===== config.mk =====
export PLATFORM = sky130hd
export DESIGN_NAME = fifo_packer
export DESIGN_NICKNAME = d
export VERILOG_FILES = /design/src/rtl/fifo_packer.sv
export SDC_FILE = /design/constraint.sdc
export NUM_CORES = 1
export LEC_CHECK = 0
export BUFFER_PORTS_ARGS = -buffer_cell sky130_fd_sc_hd__buf_2
export CAP_MARGIN = 20
export CELL_PAD_IN_SITES_DETAIL_PLACEMENT = 1
export CELL_PAD_IN_SITES_GLOBAL_PLACEMENT = 1
export CORE_MARGIN = 4
export CORE_UTILIZATION = 40
export DETAILED_ROUTE_END_ITERATION = 8
export MAX_ROUTING_LAYER = met4
export PLACE_DENSITY = 0.87
export SYNTH_ARGS = -nofsm -noshare
export SYNTH_HDL_FRONTEND = slang
export SYNTH_SLANG_ARGS = --single-unit

===== constraint.sdc =====
create_clock -name clk -period 1.85 [get_ports clk]
set_clock_uncertainty 0.1 [all_clocks]
set_input_delay 0.185 -clock clk [delete_from_list [all_inputs] [get_ports clk]]
set_output_delay 0.185 -clock clk [all_outputs]
set_load 0.01 [all_outputs]

===== src/rtl/fifo_packer.sv =====
// Packs RATIO consecutive upstream FIFO words into one wide beat with a valid/ready handshake.
// Define FIFO_PACKER_PARITY_EN to add a per-lane even-parity output (out_parity).
module fifo_packer #(
  parameter int WIDTH = 8,
  parameter int RATIO = 4
) (
  input  logic                         clk,
  input  logic                         rst,
  input  logic [WIDTH-1:0]             fifo_dout,
  input  logic                         fifo_empty,
  output logic                         fifo_rd_en,
  input  logic                         flush,
  output logic [WIDTH*RATIO-1:0]       out_data,
  output logic [$clog2(RATIO+1)-1:0]   out_count,
  output logic                         out_valid,
  input  logic                         out_ready,
  output logic                         busy
`ifdef FIFO_PACKER_PARITY_EN
  ,
  output logic [RATIO-1:0]             out_parity
`endif
);

  localparam int IDX_W = $clog2(RATIO);
  localparam int CNT_W = $clog2(RATIO+1);
  localparam logic [0:0] FILL = 1'b0;
  localparam logic [0:0] HOLD = 1'b1;
  localparam logic [IDX_W-1:0] LAST_IDX = IDX_W'(RATIO-1);

  logic [0:0]       state_q, state_d;
  logic [IDX_W-1:0] idx_q, idx_d;
  logic [CNT_W-1:0] cnt_q, cnt_d;
  logic [WIDTH-1:0] lane_q [RATIO];
  logic [WIDTH-1:0] lane_d [RATIO];
  logic             pop;

  function automatic logic even_parity(input logic [WIDTH-1:0] w);
    return ^w;
  endfunction

  // Pops are gated by reset so nothing is drained from the FIFO while the packer is held.
  always_comb begin
    if (state_q == FILL) pop = ~fifo_empty & ~flush;
    else                 pop = out_ready & ~fifo_empty;
    fifo_rd_en = rst & pop;
  end

  always_comb begin
    state_d = state_q;
    idx_d   = idx_q;
    cnt_d   = cnt_q;
    lane_d  = lane_q;
    if (state_q == FILL) begin
      if (fifo_rd_en) begin
        lane_d[idx_q] = fifo_dout;
        if (idx_q == LAST_IDX) begin
          idx_d   = '0;
          cnt_d   = CNT_W'(RATIO);
          state_d = HOLD;
        end else begin
          idx_d = idx_q + 1'b1;
        end
      end else if (flush && (idx_q != '0)) begin
        for (int k = 0; k < RATIO; k++) begin
          if (k >= int'(idx_q)) lane_d[k] = '0;
        end
        cnt_d   = CNT_W'(idx_q);
        idx_d   = '0;
        state_d = HOLD;
      end
    end else if (out_ready) begin
      // Handshake: start a fresh beat, absorbing a same-cycle pop into lane 0.
      for (int k = 0; k < RATIO; k++) lane_d[k] = '0;
      cnt_d   = '0;
      idx_d   = '0;
      state_d = FILL;
      if (fifo_rd_en) begin
        lane_d[0] = fifo_dout;
        idx_d     = IDX_W'(1);
      end
    end
  end

  always_ff @(posedge clk or negedge rst) begin
    if (!rst) begin
      state_q <= FILL;
      idx_q   <= '0;
      cnt_q   <= '0;
      for (int k = 0; k < RATIO; k++) lane_q[k] <= '0;
    end else begin
      state_q <= state_d;
      idx_q   <= idx_d;
      cnt_q   <= cnt_d;
      for (int k = 0; k < RATIO; k++) lane_q[k] <= lane_d[k];
    end
  end

`ifdef FIFO_PACKER_PARITY_EN
  logic [RATIO-1:0] par_q;

  // Parity tracks lane_d so it is registered on exactly the same edge as the lane itself.
  always_ff @(posedge clk or negedge rst) begin
    if (!rst) begin
      par_q <= '0;
    end else begin
      for (int k = 0; k < RATIO; k++) par_q[k] <= even_parity(lane_d[k]);
    end
  end

  assign out_parity = par_q;
`endif

  for (genvar g = 0; g < RATIO; g++) begin : g_lane
    assign out_data[g*WIDTH +: WIDTH] = lane_q[g];
  end

  assign out_count = cnt_q;
  assign out_valid = (state_q == HOLD);
  assign busy      = (idx_q != '0) | out_valid;

endmodule


==> impl_metrics.yaml <==
status:
  status: "completed"
floorplan:
  die_y_um: 77.9
  fp.dieArea_sq_um: 6080
  die_w_um: 77.9
  start_util_pct: 41.4
  ioPinCount: 51
  coreArea_sq_um: 4720
  std_cell_rows: 25
cells_and_area:
  regArea_sq_um: 952
  final_cell_mix: "buf_2, dfrtp_1, inv_1, buf_4"
  fillers: 538
  fin_cells: 308
  fin_nets: 258
  final_layout_size_suffix_gt1_share_pct: 39.0
  final_common_cell: "buf_2"
  antenna_cells: 0
  multi_input_area_sq_um: 875
  fin_area_sq_um: 2540
  areaGrowthSynthToFinish_pct: 29.7
worst_setup_path:
  crit_arrival_ns: 1.51
  cp-end-kind: "output port"
  path_class: "input pin to output port"
  worstPathRequired_ns: 1.56
  critPathLaunchType: "input pin"
  cp_max_fo: 5
routing:
  drc: 0
  drt-pass1-iter-count: 4
  via_per_inst: 5.33
  drtAntennaViolNets: 0
  drt-total-wl_um: 5640
  vias: 1643
  post_drt_wl_per_cell_um: 18.3
  initialDrtViolationCount: 72
cts:
  cts_root_buf: "clkbuf_8"
  cts_made_buffers: 5
  clock_latency_ns: 0.30
  cts.clk_slew.worst_paths_ns: 0.08
  cts_tree: "yes"
  clock-sinks: 38
  cts_buffer_depth: 2
  htreeDepth: 2
synth:
  async_reset_ff_share_pct: 100
  ys_ff_latch: 38
  yosys.area_share.simple_pct: 15.6
  synth_compound_area_share_pct: 20.3
  muxShareOfSynthArea_pct: 4.60
  syn_nets: 193
  yosysWarnings: 0
  synth_xor_area_share_pct: 0
  synth_seq_area_share_pct: 48.6
  synthDistinctLibCells: 37
  synth_top_family_by_area: "compound AO/OA/AOI/OAI gates"
  dominantRegCellSynth: "dfrtp_1"
  synthCells: 175
  synth_fa_ha_area_share_pct: 3.20
  netlist_area_sq_um: 1960
  avgSynthCellArea_sq_um: 11.2
  synth_edf_count: 0
global_route:
  overflow: 0
  antenna_found_initial: 0
  grt_max_degree: 28
  grt_pass1_vias: 1840
  grt_pass1_wl_um: 9180
  grt_usage_pct: 19.9
flow_run:
  maxCapViolations: 0
sta:
  worst_pin_slew_ns: 0.534
  rsz0062_at_grt: "true"
  hold_viol: 0
  slew_violations: 0
  min_period_ns: 1.80
  fmax_mhz: 556
  setup_violations: 0
  final.period_utilization_pct: 97.2
  max_slew_margin_pct: 64.3
placed_design:
  place_area_sq_um: 2350
  routabilityCongestion: 0.817
  hpwl_um: 4090
  dp.cells: 297
  portBuffers: 50
pwr:
  power_density_nw_per_um2: 1180
  peakVddDrop_v: 0.000521
  p_leak_nw: 1.29
min_path:
  hold_class: "input pin to register"
what timing repair did:
item,CTS,global route
hold buffers,2,0
resized for setup,2,5
setup buffers,0,1
endpoints found under the hold margin,38,0
endpoints found under the setup margin,1,32
final timing paths:
check / from / end / slack (ns) / cells after the start
max: rst / fifo_rd_en / 0.05 / 7
min: fifo_dout[5] / out_data[29]$_DFFE_PN0P_ / 0.09 / 2
max reg2reg: idx_q[1]$_DFFE_PN0P_ / out_data[12]$_DFFE_PN0P_ / 0.07 / 6
min reg2reg: out_count[2]$_DFFE_PN0P_ / out_count[2]$_DFFE_PN0P_ / 0.39 / 1
max in group asynchronous: rst / out_data[13]$_DFFE_PN0P_ / 0.28 / 4
min in group asynchronous: rst / out_data[4]$_DFFE_PN0P_ / 0.41 / 3
flip-flops by register name, indices dropped and copies added (netlist names):
| register | flops |
|---|---|
| out_data | 32 |
| idx_q | 2 |
| out_valid | 1 |
| out_count | 3 |
stage by stage:
| step | power, mW | util [%] | setup WS (ns) | TNS (ns) | hold WS, ns |
|---|---|---|---|---|---|
| floorplan | 1.64 | - | 0.145 | 0 | -0.211 |
| global placement | 2.07 | 49.8 | 0.176 | 0 | 0.0884 |
| detailed placement | 2.12 | 49.8 | 0.0601 | 0 | 0.103 |
| CTS | 3.00 | 53.2 | 0.0111 | 0 | 0.0769 |
| global route | 3.19 | 53.7 | -0.0347 | -0.169 | 0.0767 |
| finish | 3.00 | 53.7 | 0.0515 | 0 | 0.0859 |
synth_stat cells (2+ instances only):
library cell	count	area [sq um]
a221o_1	8	80.1
ha_1	5	62.6
nand2_1	9	33.8
nor3b_1	9	67.6
nor2b_1	2	12.5
buf_1	2	7.51
a22o_2	8	80.1
buf_2	4	20.0
o221ai_1	8	70.1
buf_4	2	15.0
o211ai_1	8	60.1
a22o_1	2	17.5
and3_1	8	50.1
mux2i_1	9	90.1
dfrtp_1	38	951
buf_6	3	33.8
nor2_1	5	18.8
nand3_1	8	40.0
inv_1	19	71.3
where the power goes:
| part | leakage (nW) | internal (mW) | switching, mW |
|---|---|---|---|
| Combinational | 0.695 | 0.461 | 0.651 |
| Clock | 0.0683 | 0.540 | 0.320 |
| Sequential | 0.525 | 0.936 | 0.0918 |
worst max-delay path: stages:
cell and delay (ns):
dlygate4sd3_1 0.53, buf_2 0.16, buf_4 0.14, nor2b_1 0.12, buf_4 0.14, o21a_1 0.10, buf_2 0.13
kinds of logic (layout without fill, tap and decap cells):
logic type | Yosys count | after routing
buffers and inverters | 31 | 97
flip-flops | 38 | 38
AND/OR/NAND/NOR | 49 | 49
AO/OA/AOI/OAI | 43 | 43
multiplexers | 9 | 9
adder cells (fa/ha/maj) | 5 | 5
metal layers:
metal / GRT usage (%) / vias to the layer above / wire length, um
li1: - / 770 / -
met4: 6.47 / 0 / 50
met5: - / - / 0
met3: 4.76 / 6 / 230
met2: 32.9 / 41 / 2870
met1: 24.0 / 826 / 2490
final cells by class:
type	instances	area share (%)
Clock buffer	5	2.71
Clock inverter	3	2.71
Inverter	19	2.81
Multi-Input combinational cell	106	34.5
Sequential cell	38	37.5
Tap cell	67	3.30
Timing Repair Buffer	70	16.5
Power figures use the tool's default switching activity.
